### src/rtl/radix_4_div_16x8.sv
// Radix-4 restoring divider, 16-bit dividend / 8-bit divisor; RADIX4_DIV_SIGNED_EN selects two's-complement operands.
// 8-cycle latency (1 for Y=0), start/done handshake; start is ignored while busy, so issue rate is one per 9 cycles.
module radix_4_div_16x8 (
    input  logic        clk,
    input  logic        rst,
    input  logic        start,
    input  logic [15:0] X,
    input  logic [7:0]  Y,
    output logic        busy,
    output logic        done,
    output logic [15:0] Q,
    output logic [7:0]  R,
    output logic        dz
);

    typedef enum logic [1:0] {
        S_IDLE = 2'd0,
        S_RUN  = 2'd1,
        S_ZERO = 2'd2
    } state_t;

    state_t      state_q, state_d;
    logic [15:0] dvd_q, dvd_d;
    logic [7:0]  d_q, d_d;
    logic [9:0]  pr_q, pr_d;
    logic [15:0] quo_q, quo_d;
    logic [2:0]  cnt_q, cnt_d;
    logic [15:0] q_out_q, q_out_d;
    logic [7:0]  r_out_q, r_out_d;
    logic        dz_q, dz_d;
    logic        done_q, done_d;

    logic [15:0] abs_x;
    logic [7:0]  abs_y;
    logic [15:0] q_fin;
    logic [7:0]  r_fin;

    logic [9:0]  t;
    logic [9:0]  d3;
    logic [10:0] diff1, diff2, diff3;
    logic [1:0]  digit;
    logic [9:0]  pr_step;

`ifdef RADIX4_DIV_SIGNED_EN
    logic sx_q, sx_d;
    logic sy_q, sy_d;

    always_comb begin
        abs_x = X[15] ? (~X + 16'd1) : X;
        abs_y = Y[7]  ? (~Y + 8'd1)  : Y;
        q_fin = (sx_q ^ sy_q) ? (~quo_d + 16'd1) : quo_d;
        r_fin = sx_q ? (~pr_d[7:0] + 8'd1) : pr_d[7:0];
    end
`else
    always_comb begin
        abs_x = X;
        abs_y = Y;
        q_fin = quo_d;
        r_fin = pr_d[7:0];
    end
`endif

    // One radix-4 step: PR < D keeps every trial difference inside 11 bits.
    always_comb begin
        t     = (pr_q << 2) | {8'd0, dvd_q[15:14]};
        d3    = {1'b0, d_q, 1'b0} + {2'b00, d_q};
        diff1 = {1'b0, t} - {3'b000, d_q};
        diff2 = {1'b0, t} - {2'b00, d_q, 1'b0};
        diff3 = {1'b0, t} - {1'b0, d3};
        if (!diff3[10]) begin
            digit   = 2'd3;
            pr_step = diff3[9:0];
        end else if (!diff2[10]) begin
            digit   = 2'd2;
            pr_step = diff2[9:0];
        end else if (!diff1[10]) begin
            digit   = 2'd1;
            pr_step = diff1[9:0];
        end else begin
            digit   = 2'd0;
            pr_step = t;
        end
    end

    always_comb begin
        state_d = state_q;
        dvd_d   = dvd_q;
        d_d     = d_q;
        pr_d    = pr_q;
        quo_d   = quo_q;
        cnt_d   = cnt_q;
        q_out_d = q_out_q;
        r_out_d = r_out_q;
        dz_d    = dz_q;
        done_d  = 1'b0;
`ifdef RADIX4_DIV_SIGNED_EN
        sx_d    = sx_q;
        sy_d    = sy_q;
`endif
        case (state_q)
            S_IDLE: begin
                if (start) begin
                    pr_d  = 10'd0;
                    cnt_d = 3'd0;
                    quo_d = 16'd0;
                    if (Y == 8'd0) begin
                        // Raw X is kept so the zero path can report its low byte.
                        state_d = S_ZERO;
                        dvd_d   = X;
                    end else begin
                        state_d = S_RUN;
                        dvd_d   = abs_x;
                        d_d     = abs_y;
`ifdef RADIX4_DIV_SIGNED_EN
                        sx_d    = X[15];
                        sy_d    = Y[7];
`endif
                    end
                end
            end
            S_RUN: begin
                dvd_d = {dvd_q[13:0], 2'b00};
                pr_d  = pr_step;
                quo_d = {quo_q[13:0], digit};
                cnt_d = cnt_q + 3'd1;
                if (cnt_q == 3'd7) begin
                    state_d = S_IDLE;
                    done_d  = 1'b1;
                    q_out_d = q_fin;
                    r_out_d = r_fin;
                    dz_d    = 1'b0;
                end
            end
            S_ZERO: begin
                state_d = S_IDLE;
                done_d  = 1'b1;
                q_out_d = 16'hFFFF;
                r_out_d = dvd_q[7:0];
                dz_d    = 1'b1;
            end
            default: state_d = S_IDLE;
        endcase
    end

    always_ff @(posedge clk) begin
        if (rst) begin
            state_q <= S_IDLE;
            dvd_q   <= 16'd0;
            d_q     <= 8'd0;
            pr_q    <= 10'd0;
            quo_q   <= 16'd0;
            cnt_q   <= 3'd0;
            q_out_q <= 16'd0;
            r_out_q <= 8'd0;
            dz_q    <= 1'b0;
            done_q  <= 1'b0;
`ifdef RADIX4_DIV_SIGNED_EN
            sx_q    <= 1'b0;
            sy_q    <= 1'b0;
`endif
        end else begin
            state_q <= state_d;
            dvd_q   <= dvd_d;
            d_q     <= d_d;
            pr_q    <= pr_d;
            quo_q   <= quo_d;
            cnt_q   <= cnt_d;
            q_out_q <= q_out_d;
            r_out_q <= r_out_d;
            dz_q    <= dz_d;
            done_q  <= done_d;
`ifdef RADIX4_DIV_SIGNED_EN
            sx_q    <= sx_d;
            sy_q    <= sy_d;
`endif
        end
    end

    assign busy = (state_q != S_IDLE);
    assign done = done_q;
    assign Q    = q_out_q;
    assign R    = r_out_q;
    assign dz   = dz_q;

endmodule

### config.mk
export PLATFORM = sky130hd
export DESIGN_NAME = radix_4_div_16x8
export DESIGN_NICKNAME = d
export VERILOG_FILES = /design/src/rtl/radix_4_div_16x8.sv
export SDC_FILE = /design/constraint.sdc
export NUM_CORES = 1
export LEC_CHECK = 0
export CAP_MARGIN = 20
export CORE_MARGIN = 4
export CORE_UTILIZATION = 36
export DETAILED_ROUTE_END_ITERATION = 8
export GPL_ROUTABILITY_DRIVEN = 0
export GPL_TIMING_DRIVEN = 0
export PLACE_DENSITY = 0.63
export SLEW_MARGIN = 20
export SYNTH_ARGS = -nofsm -noshare
export SYNTH_HDL_FRONTEND = slang
export SYNTH_SLANG_ARGS = --single-unit
### constraint.sdc
create_clock -name clk -period 3.95 [get_ports clk]
set_clock_uncertainty 0.1 [all_clocks]
set_input_delay 0.79 -clock clk [delete_from_list [all_inputs] [get_ports clk]]
set_output_delay 0.79 -clock clk [all_outputs]
set_load 0.01 [all_outputs]
## After elaboration in Yosys (flattened, before gate mapping)

Index checks and enable logic that the tools add are counted.

| storage, ports and cells | value |
|---|---|
| memory bits (writable) | 0 |
| logic and storage cells | 57 |
| register bits after elaboration | 79 |
| memories kept | 0 |
| output and inout bits | 27 |
| bits in latches | 0 |
| input port bits | 27 |
| bits in read-only memories | 0 |

| cells by class | value |
|---|---|
| equal/unequal tests | 5 |
| bitwise gates (word level) | 2 |
| multiplexer cells | 26 |
| order comparisons | 0 |
| add/subtract/negate cells | 5 |
| reduce and logical (&&, ||, !) cells | 9 |
| divide/modulo/power cells | 0 |
| shift-type cells | 0 |
| multiply operators | 0 |

Operators by type and width:

| kind | number |
|---|---|
| 16-bit case mux with 2 select lines | 3 |
| 16-bit two-way mux | 3 |
| 8-bit two-way mux | 5 |
| 8-bit case mux with 2 select lines | 2 |
| 10-bit by 10-bit subtractor with 11-bit output | 1 |
| 10-bit by 8-bit subtractor with 11-bit output | 1 |
| 10-bit by 9-bit subtractor with 11-bit output | 1 |
| 9-bit by 8-bit adder with 10-bit output | 1 |
| 2-bit two-way mux | 5 |
| 10-bit by 2-bit bitwise OR with 10-bit output | 1 |
| 8-bit zero test | 1 |
| 3-bit case mux with 2 select lines | 1 |
| 2-bit AND reduction | 3 |
| 2-bit nonzero test | 3 |
| 2-bit inequality test, second input constant | 2 |
| 1-bit case mux with 2 select lines | 2 |
| 2-bit case mux with 2 select lines | 1 |
| 3-bit by 1-bit adder with 3-bit output, second input constant | 1 |
| 3-bit equality test, second input constant | 1 |
| 1-bit two-way mux | 3 |
| 3-bit two-way mux | 1 |
| 3-bit AND reduction | 1 |
| 2-bit by 1-bit equality test with 1-bit output, second input constant | 1 |
| 2-bit equality test, second input constant | 1 |
| 2 further kinds | 2 |

## Longest topological paths before layout

Gate-level depths: netlist of run 1.

| depth | value |
|---|---|
| depth in word-level cells | 8 |
| depth in mapped cells | 12 |
| depth with buffers taken out | 11 |

## Worst setup path after synthesis of run 1

No wires, ideal clock.

| path | value |
|---|---|
| kind | register to register |
| from | reg d_q[1] |
| to | reg r_out_q[0], in the netlist R[0] |
| clock period less this slack | 2.836 ns |
| setup time | 0.131 ns |
| buffers on the path | 1 |
| arrival | 2.605 ns |
| slack | 1.114 ns |
| cell stages (with the launch flop) | 12 |
| path through | dfxtp_1 -> inv_1 -> fa_1 -> ha_1 -> nor2b_1 -> o31a_1 -> o2111ai_2 -> and2_1 -> buf_4 -> o21ai_2 -> a221oi_2 -> o22ai_1 |

| on the way | value |
|---|---|
| longest elaborated chain between the ends | 7 |
| elaborated cells on any way between the ends | 10 |
| those cells by class | add/sub (4); mux (6) |

Ends and longest elaborated chain:

| element | line | source |
|---|---|---|
| start: declaration | 24 | `logic [7:0] d_q, d_d;` |
| start signal: assignment | 149 | `d_q <= 8'd0;` |
| start signal: assignment | 164 | `d_q <= d_d;` |
| parallel branches: the longest is 3 deep, another holds 10-bit by 10-bit subtractor with 11-bit output | -- |  |
| 8-bit two-way mux (*) | 70 | `if (!diff3[10]) begin` |
| 8-bit case mux with 2 select lines (*) | 100 | `case (state_q)` |
| 8-bit two-way mux (*) | 126 | `if (cnt_q == 3'd7) begin` |
| 8-bit case mux with 2 select lines (*) | 100 |  |
| end signal: assignment | 169 | `r_out_q <= r_out_d;` |
| end: declaration | 29 | `logic [7:0] r_out_q, r_out_d;` |

Every way passes the cells marked *. The select of a mux whose other input is x is not followed.
A chain may end at the register's enable or synchronous reset.

## Worst setup path in the final report of run 1

| path | value |
|---|---|
| from | reg d_q[1] |
| to | reg pr_q[7] |

| on the way | value |
|---|---|
| longest elaborated chain between the ends | 5 |
| elaborated cells on any way between the ends | 8 |
| those cells by class | add/sub (4); mux (4) |

Ends and longest elaborated chain:

| element | line | source |
|---|---|---|
| parallel branches: the longest is 3 deep, another holds 10-bit by 10-bit subtractor with 11-bit output | -- |  |
| 8-bit two-way mux (*) | 70 |  |
| 8-bit case mux with 2 select lines (*) | 100 |  |
| end signal: assignment | 165 | `pr_q <= pr_d;` |
| end: declaration | 25 | `logic [9:0] pr_q, pr_d;` |

Every way passes the cells marked *.

==> results of run 1 <==
through the flow:
stage | hold slack, ns | std cells | util [%] | setup slack [ns] | instance area (µm²)
after floorplan | 0.354 | 506 | - | 1.11 | 4550
after global placement | 0.371 | 726 | 43.3 | 0.687 | 5290
after detailed placement | 0.379 | 726 | 43.3 | 0.655 | 5290
after CTS | 0.395 | 741 | 45.7 | 0.624 | 5580
after global routing | 0.424 | 741 | 45.7 | 0.414 | 5580
final | 0.390 | 741 | 45.7 | 0.658 | 5580
critical path: cells and delay by family, from the launching register on:
kind / cells / cell delay [ns]
buf+inv: 1 / 0.15
simple gates: 3 / 0.64
compound gates: 4 / 1.04
flops: 1 / 0.36
fa+ha+maj: 2 / 0.86
Yosys cell counts, types with 4 or more instances:
cell	n
o21ai_1	4
o22ai_1	5
a211oi_1	30
a31oi_1	4
nand3_1	8
dfxtp_1	79
a22oi_1	26
nand2_1	18
mux2i_1	25
nor2b_1	7
a21oi_1	18
ha_1	32
nor2_1	88
inv_1	25
a32oi_1	4
o21a_1	7
clkbuf_1	19
nand2b_1	4
buf_2	4
xnor2_1	7
o21ai_0	9
fa_1	9
nor3_1	8
per-layer routing:
layer | GRT usage (%) | vias up
li1 | - | 1983
met1 | 25.2 | 1972
met2 | 28.3 | 112
met3 | 2.57 | 20
met4 | 6.16 | 0
met5 | 0 | -
layout make-up:
class / count / area (µm²)
fill: 1224 / 6630
multi-input combinational: 373 / 2750
sequential: 79 / 1580
timing repair buffer: 52 / 520
clock buffer: 10 / 239
tap: 168 / 210
buffer: 29 / 133
inverter: 25 / 93.8
clock inverter: 5 / 57.6
kinds of logic (layout without fill, tap and decap cells):
family | Yosys count | count (layout) | synth area share, %
adders and majority gates | 41 | 41 | 12.7
muxes | 25 | 25 | 5.49
buffers and inverters | 54 | 121 | 4.97
xor gates and xnor gates | 10 | 10 | 1.92
DFF | 79 | 79 | 34.7
and+or+nand+nor | 149 | 149 | 14.8
AOI/OAI and AO/OA | 148 | 148 | 25.4
state kept, by name, summed over array words and instances (netlist names):
register	count
Q	16
R	8
cnt_q	3
d_q	8
done	1
dvd_q	16
dz	1
pr_q	8
quo_q	16
state_q	2
where the power goes:
| group | switching [mW] | leakage (nW) | total, mW | internal [mW] |
|---|---|---|---|---|
| clock | 0.328 | 0.149 | 0.831 | 0.504 |
| sequential | 0.101 | 0.645 | 0.974 | 0.874 |
| combinational | 1.21 | 1.27 | 2.10 | 0.882 |
worst paths after layout:
check | from | end | slack [ns] | depth (start not counted)
min reg2reg | d_q[2] | d_q[2] | 0.39 | 2
max | d_q[1] | pr_q[7] | 0.66 | 10
min | d_q[2] | d_q[2] | 0.39 | 2
max reg2reg | d_q[1] | pr_q[7] | 0.66 | 10
placed cells by master (no fill, tap or decap), drive strengths merged, types with 3 or more instances in the layout:
cell type,instances
a32oi,4
ha,32
nand3,9
nor3,9
o21ai,14
a2111oi,3
o2111ai,3
or4,3
a211oi,31
clkbuf,29
a22oi,27
xnor2,7
buf,10
nand2,19
o211ai,4
a221oi,4
nor2b,7
xor2,3
mux2i,25
a311oi,3
o22ai,5
a21oi,20
a31oi,4
clkdlybuf4s50,52
clkinv,3
fa,9
nand2b,4
o21a,8
nor2,88
dfxtp,79
inv,26
==> results by group, run 1 <==
Outcome
  • Status: complete, no violations

Layout
  • Synthesis-to-finish area growth: 22.6%
  • Fraction of layout cells with a size suffix above 1: about 7.7%
  • Antenna diodes: 0
  • Nets: 637

Global route
  • First-pass GRT wire length: 20900 µm
  • Vias in the first global route: between 4k and 5k
  • Initial antenna violation count: 0
  • Remaining Overflow, GRT: 0
  • Gr usage total: between 10% and 20%
  • Largest net degree at the start of global routing: 14

Place
  • Dpl hpwl: roughly 10000 µm
  • I/O Buffers: 52

Synthesis
  • Async S/R FF share, synth: 0%
  • Post-synth top area share: approximately a third
  • Top_reg_cell synth: dfxtp_1
  • Syn nets: 574
  • Largest area contributor in the netlist: dfxtp_1
  • Syn Area/Cell: 9.00 µm²
  • Synth top area cells: dfxtp_1 (35%), ha_1 (8.8%), nor2_1 (7.3%)
  • Share of the yosys chip area belonging to registers: 34.7%
  • FF+latch count, synth: 79
  • Post-Synthesis Cells: 506
  • Synthesized area: 4550 µm²
  • Post-synth EDFFs: 0
  • Post-synthesis cell type count: 70
  • Synth warn: 0

Floorplanning
  • DIE HEIGHT: 120 µm
  • Row count: 40
  • Ports: 54
  • Initial Util: 37.3%
  • CORE AREA: 12200 µm²
  • Die area: between 10000 and 15000 µm²
  • Die width: 120 µm

Timing
  • FMAX: 304 MHz
  • Final setup violation count: 0
  • Fin. Hold Viols: 0
  • Final min period: approximately 3.3 ns
  • RSZ-0062 raised after global routing: no
  • Fin crit share: between 80% and 90%
  • Final setup TNS: 0 ns
  • Worst slew pin tran: 0.792 ns
  • Relative slew margins: a little under half
  • Final Max Slew Viols: 0

Power and ir drop
  • Worst-case vdd ir drop: between 0.0003 and 0.0004 V
  • Static Leak: 2.07 nW
  • Total Power: 3.90 mW
  • Power density over cell area: about 700 nW/µm²

Detailed routing
  • Via count: 4087
  • Total iterations of the first detailed-routing run: 6
  • Metal-1 WL: between 5000 and 6000 µm
  • Met3 wire len: between 500 and 600 µm
  • Remaining DRCs: 0
  • Max Used Layer: met4
  • Met2 Wirelength: roughly 5700 µm
  • Initial DRC Count: 265
  • Vias per cell: 5.52
  • DRT antenna net count: 0
  • Drt total wl: 12500 µm
  • Avg WL per Cell: 16.9 µm

Clock tree
  • Post-CTS Hold Fix Bufs: 0
  • CTS tree: built
  • Worst-case clock buffer depth: 2
  • Post-CTS Setup Inserts: 0
  • CTS clk-pin slew, worst paths: 0.06 ns
  • CTS resizes: 0
  • Total CTS buffers: 9
  • CTS H-tree depth: 3
  • CTS root buffer: clkbuf_16
  • Sink Count: 79
  • Clk Latency, worst-skew pair: roughly 0.34 ns

Critical path
  • Critical-path maximum fanout: 5
  • Arrival time at the worst endpoint: roughly 3.4 ns
  • CP max-delay cell: fa_1
  • Type of the worst setup path: reg -> reg
  • Crit-path max cell delay: around 0.50 ns
  • CP Launch Type: flop
  • Endpoint class of the critical path: flop
  • CP Cell Sequence: inv_1 -> fa_1 -> ha_1 -> nor2b_1 -> o31a_1 -> o2111ai_2 -> and2_1 -> nand3_1 -> a211oi_1 -> o32ai_1
  • Critical Path RT: 4.05 ns

Job
  • # Max-Cap Violations: 0

Worst hold path
  • HP Class: reg -> reg
Note: power is estimated with default switching activity, not from simulation.
==> run 2, diff against run 1 <==
- clock period: 3.95 -> 3.3 ns (I/O delays scaled with it)
==> run 2 against run 1 <==
Maximum frequency up 4.9%; sequential cell count did not move; first-iteration DRC count down 16%; sequential power up 20%; wire length is 0.38% higher; via count increased by 0.17%; highest routed layer unchanged.
==> results by group, run 2 (synthesis results as in run 1) <==
Detailed routing
  • Met2 Wirelength: 5820 µm
  • Via count: 4094
  • Met3 wire len: 524 µm
  • Vias per cell: 5.52
  • Max Used Layer: met4
  • Total iterations of the first detailed-routing run: 5
  • Remaining DRCs: 0
  • DRT antenna net count: 0
  • Metal-1 WL: 5980 µm
  • Drt total wl: 12500 µm
  • Initial DRC Count: 223
  • Avg WL per Cell: between 15 and 20 µm

Floorplanning
  • Ports: between 50 and 60
  • Initial Util: 37.3%
  • DIE HEIGHT: between 100 and 150 µm
  • Die width: 120 µm
  • Die area: 14500 µm²
  • Row count: 40
  • CORE AREA: 12200 µm²

Clock tree
  • Post-CTS Hold Fix Bufs: 0
  • CTS H-tree depth: 3
  • CTS root buffer: clkbuf_16
  • Worst-case clock buffer depth: 2
  • CTS tree: built
  • Sink Count: between 70 and 80
  • Clk Latency, worst-skew pair: 0.34 ns
  • Post-CTS Setup Inserts: 0
  • CTS clk-pin slew, worst paths: 0.06 ns
  • Total CTS buffers: 9

Power and ir drop
  • Worst-case vdd ir drop: 0.000385 V
  • Total Power: about 4.7 mW
  • Static Leak: 2.07 nW
  • Power density over cell area: roughly 840 nW/µm²

Layout
  • Commonest cells after routing, fill and taps aside: nor2_1 (88), dfxtp_1 (78), clkdlybuf4s50_1 (52), ha_1 (31), a211oi_1 (28)
  • Synthesis-to-finish area growth: 23.2%
  • Nets: ~640
  • Fraction of layout cells with a size suffix above 1: under 10%
  • Most common cell after layout, fill and taps aside: nor2_1
  • Antenna diodes: 0
  • Fillers: 1219

Critical path
  • Arrival time at the worst endpoint: 3.23 ns
  • Critical-path maximum fanout: 4
  • CP Launch Type: flop
  • Crit-path max cell delay: 0.50 ns
  • Type of the worst setup path: reg -> reg
  • R2R cell count: 9
  • Critical Path RT: 3.39 ns
  • CP Cell Sequence: inv_2 -> fa_1 -> ha_1 -> a2111o_1 -> o2111ai_2 -> and2_4 -> nand3_1 -> o211ai_1 -> a311oi_2
  • Endpoint class of the critical path: flop
  • CP max-delay cell: fa_1

Job
  • # Max-Cap Violations: 0

Place
  • I/O Buffers: 52
  • Placement Setup Slack: 0.00480 ns
  • Dpl hpwl: about 10000 µm

Timing
  • Relative slew margins: 46.9%
  • Final setup violation count: 0
  • Fin crit share: 95.1%
  • Final WS setup: roughly 0.16 ns
  • Worst slew pin tran: 0.793 ns
  • Final min period: roughly 3.1 ns
  • Fin. Hold Viols: 0
  • Fin Hold WS: roughly 0.39 ns
  • Final Max Slew Viols: 0
  • FMAX: 319 MHz

Global route
  • Gr usage total: between 15 and 20%
  • Initial antenna violation count: 0
  • Largest net degree at the start of global routing: 14
  • First-pass GRT wire length: 21000 µm
  • Remaining Overflow, GRT: 0
  • Vias in the first global route: 4176

Worst hold path
  • HP Class: reg -> reg
  • Hold Path Depth: 2

Outcome
  • Status: complete, no violations
[run 2: changes by cell type in the layout (fill, tap and decap cells not counted), moves of 2 or more]
cell | before | now
a211oi_1 | 30 | 28
a211oi_2 | 1 | 3
inv_1 | 25 | 23
inv_2 | 0 | 2
[run 2: worst paths after layout]
| path | from | to | slack [ns] |
|---|---|---|---|
| worst min-delay path | d_q[2] | d_q[2] | 0.39 |
| worst max-delay path | d_q[6] | R[5] | 0.16 |
| worst min register to register | d_q[2] | d_q[2] | 0.39 |
| worst max register to register | d_q[6] | R[5] | 0.16 |
[run 2: repair_timing]
action / in CTS / in global routing
resized for setup: 1 / 7
gates cloned: 0 / 0
pin swaps: 0 / 2
hold endpoints to repair: 0 / 0
setup endpoints to repair: 1 / 19
[run 2: final cells by class]
type                    instances  area [µm²]  share of cell area (%)
clock buffers                  10         239                    4.26
well taps                     168         210                    3.75
clock inverters                 5        57.6                    1.03
plain buffers                  29         133                    2.36
inverters                      25        93.8                    1.67
multi-input cells             373        2770                    49.4
repair buffers                 52         520                    9.28
flip-flops and latches         79        1580                    28.2
[run 2: power by group]
part | switching, mW | total [mW] | internal, mW
logic | 1.48 | 2.57 | 1.09
registers | 0.121 | 1.17 | 1.05
clock network | 0.393 | 0.996 | 0.603
[run 2: per-stage QoR]
step | utilization, % | std cells | setup TNS, ns | cell area (µm²)
3_3_place_gp | 43.3 | 726 | 0 | 5290
3_5_place_dp | 43.3 | 726 | 0 | 5290
5_1_grt | 45.9 | 741 | -0.000586 | 5610
2_1_floorplan | - | 506 | 0 | 4550
6_report | 45.9 | 741 | 0 | 5610
4_1_cts | 45.7 | 741 | 0 | 5590
[run 2: worst max-delay path, delay by kind of cell (launching register included)]
family / cells / cell delay, ns
buffers and inverters: 1 / 0.10
adder cells (fa/ha/maj): 2 / 0.86
AO/OA/AOI/OAI: 4 / 1.12
AND/OR/NAND/NOR: 2 / 0.43
flip-flops: 1 / 0.40
[run 2: per-layer routing]
metal	up-vias	GRT usage (%)
met5	-	0
met4	0	6.30
met3	17	2.57
met2	112	28.3
met1	1980	25.2
li1	1985	-
==> run 3, diff against run 2 <==
--- a/config.mk
+++ b/config.mk
@@ -8,3 +8,3 @@
 export CAP_MARGIN = 20
-export CORE_MARGIN = 4
+export CORE_MARGIN = 1.5
 export CORE_UTILIZATION = 36
--- a/constraint.sdc
+++ b/constraint.sdc
@@ -4,2 +4,2 @@
 set_output_delay 0.66 -clock clk [all_outputs]
-set_load 0.01 [all_outputs]
+set_load 0.05 [all_outputs]
==> run 3 against run 2 <==
First-iteration DRC count rose by 42%; global-route usage is 2.3 points higher; critical path type unchanged; largest power group unchanged; combinational power grew 3%.
==> results by group, run 3 (synthesis results as in run 1) <==
Outcome
  • Status: complete, no violations

Global route
  • Largest net degree at the start of global routing: 14
  • Vias in the first global route: 4116
  • Gr usage total: 20.2%
  • Initial antenna violation count: 0
  • First-pass GRT wire length: roughly 21000 µm
  • Remaining Overflow, GRT: 0

Worst hold path
  • Hold Path Depth: 2
  • HP Class: reg -> reg
  • Worst Hold Launch: quo_q[15]

Timing
  • Final min period: 3.16 ns
  • Fin crit share: 95.8%
  • Relative slew margins: 46.4%
  • RSZ-0062 raised after global routing: no
  • FMAX: 316 MHz
  • Worst slew pin tran: roughly 0.80 ns
  • Fin. Hold Viols: 0
  • Final setup violation count: 0
  • Final setup TNS: 0 ns
  • Final Max Slew Viols: 0

Clock tree
  • CTS clk-pin slew, worst paths: 0.06 ns
  • Post-CTS Hold Fix Bufs: 0
  • CTS root buffer: clkbuf_16
  • Clk Latency, worst-skew pair: approximately 0.34 ns
  • CTS H-tree depth: 3
  • Sink Count: slightly below 80
  • Total CTS buffers: 9
  • Worst-case clock buffer depth: 2
  • CTS tree: built

Critical path
  • Arrival time at the worst endpoint: 3.25 ns
  • Endpoint class of the critical path: flop
  • CP max-delay cell: fa_1
  • WP buf/inv: 2
  • Crit-path max cell delay: 0.48 ns
  • Critical Path RT: 3.39 ns
  • Cell family with most CP delay: compound AO/OA/AOI/OAI gates
  • CP Cell Sequence: inv_2 -> fa_1 -> ha_1 -> nor2b_1 -> o31a_1 -> o2111ai_2 -> and2_4 -> buf_4 -> o21ai_2 -> a221oi_2 -> o22ai_1
  • Reg2reg start: d_q[1]
  • Critical-path maximum fanout: 10
  • CP Launch Type: flop
  • WP depth: 11
  • Setup crit start: d_q[1]
  • R2R cell count: 11
  • Type of the worst setup path: reg -> reg

Detailed routing
  • Drt total wl: roughly 13000 µm
  • Avg WL per Cell: 16.9 µm
  • Metal-1 WL: ~5700 µm
  • Met2 Wirelength: 6020 µm
  • Vias per cell: 5.48
  • DRT antenna net count: 0
  • Met3 wire len: 629 µm
  • Initial DRC Count: about 320
  • Via count: approximately 4.1k
  • Max Used Layer: met4
  • Total iterations of the first detailed-routing run: 6
  • Remaining DRCs: 0

Layout
  • Synthesis-to-finish area growth: 22.7%
  • Commonest cells after routing, fill and taps aside: nor2_1 (88), dfxtp_1 (79), clkdlybuf4s50_1 (52), ha_1 (32), a211oi_1 (28)
  • Multi-input gate area: roughly 2800 µm²
  • Fraction of layout cells with a size suffix above 1: under 10%
  • Nets: 637
  • Most common cell after layout, fill and taps aside: nor2_1
  • Util after Layout: 45.9%
  • Register area: about 1600 µm²
  • Antenna diodes: 0
  • Fillers: 1182

Place
  • I/O Buffers: 52
  • Dpl hpwl: 9820 µm

Floorplanning
  • Die width: between 100 and 150 µm
  • CORE AREA: 12200 µm²
  • Ports: 54
  • DIE HEIGHT: 115 µm
  • Die area: 13300 µm²
  • Initial Util: 37.4%
  • Row count: 40

Power and ir drop
  • Power density over cell area: 850 nW/µm²
  • Static Leak: ~2.1 nW
  • Worst-case vdd ir drop: 0.000441 V

Job
  • # Max-Cap Violations: 0
run 3: where the power goes:
part	switching [mW]	internal [mW]
clock network	0.396	0.533
logic	1.56	1.09
registers	0.124	1.05
run 3: cell type report:
class,instances,area share [%]
plain buffers,29,2.37
clock inverters,4,0.537
multi-input cells,373,49.6
repair buffers,52,9.31
flip-flops and latches,79,28.3
inverters,25,1.68
well taps,168,3.76
clock buffers,12,4.41
run 3: metrics by stage:
stage / total power, mW / instances / setup WS, ns / hold slack [ns] / area [µm²]
final: 4.75 / 742 / 0.138 / 0.391 / 5590
after global routing: 5.07 / 742 / 0.0216 / 0.410 / 5590
after CTS: 4.68 / 742 / 0.0451 / 0.390 / 5560
after detailed placement: 3.75 / 726 / 0.0566 / 0.382 / 5290
after global placement: 3.67 / 726 / 0.0625 / 0.372 / 5290
after floorplan: 3.13 / 506 / 0.464 / 0.354 / 4550
run 3: worst min-delay path: cells and delay by family (launching register included):
family / cells / cell delay [ns]
and+or+nand+nor: 1 / 0.08
AOI/OAI and AO/OA: 1 / 0.07
DFF: 1 / 0.30
run 3: layer usage:
| metal | up-vias | track usage (%) |
|---|---|---|
| met4 | 0 | 6.17 |
| met3 | 12 | 3.61 |
| li1 | 1976 | - |
| met2 | 119 | 33.4 |
| met1 | 1961 | 27.0 |
| met5 | - | 0 |
run 3: timing repair:
| item | CTS | global route |
|---|---|---|
| setup buffers | 0 | 0 |
| gates resized for setup | 0 | 9 |
| endpoints found under the setup margin | 0 | 15 |
run 3: path summary, 6_finish.rpt:
check	slack (ns)	endpoint
max reg2reg	0.14	R[0]
max	0.14	R[0]
min reg2reg	0.39	quo_q[15]
min	0.39	quo_q[15]
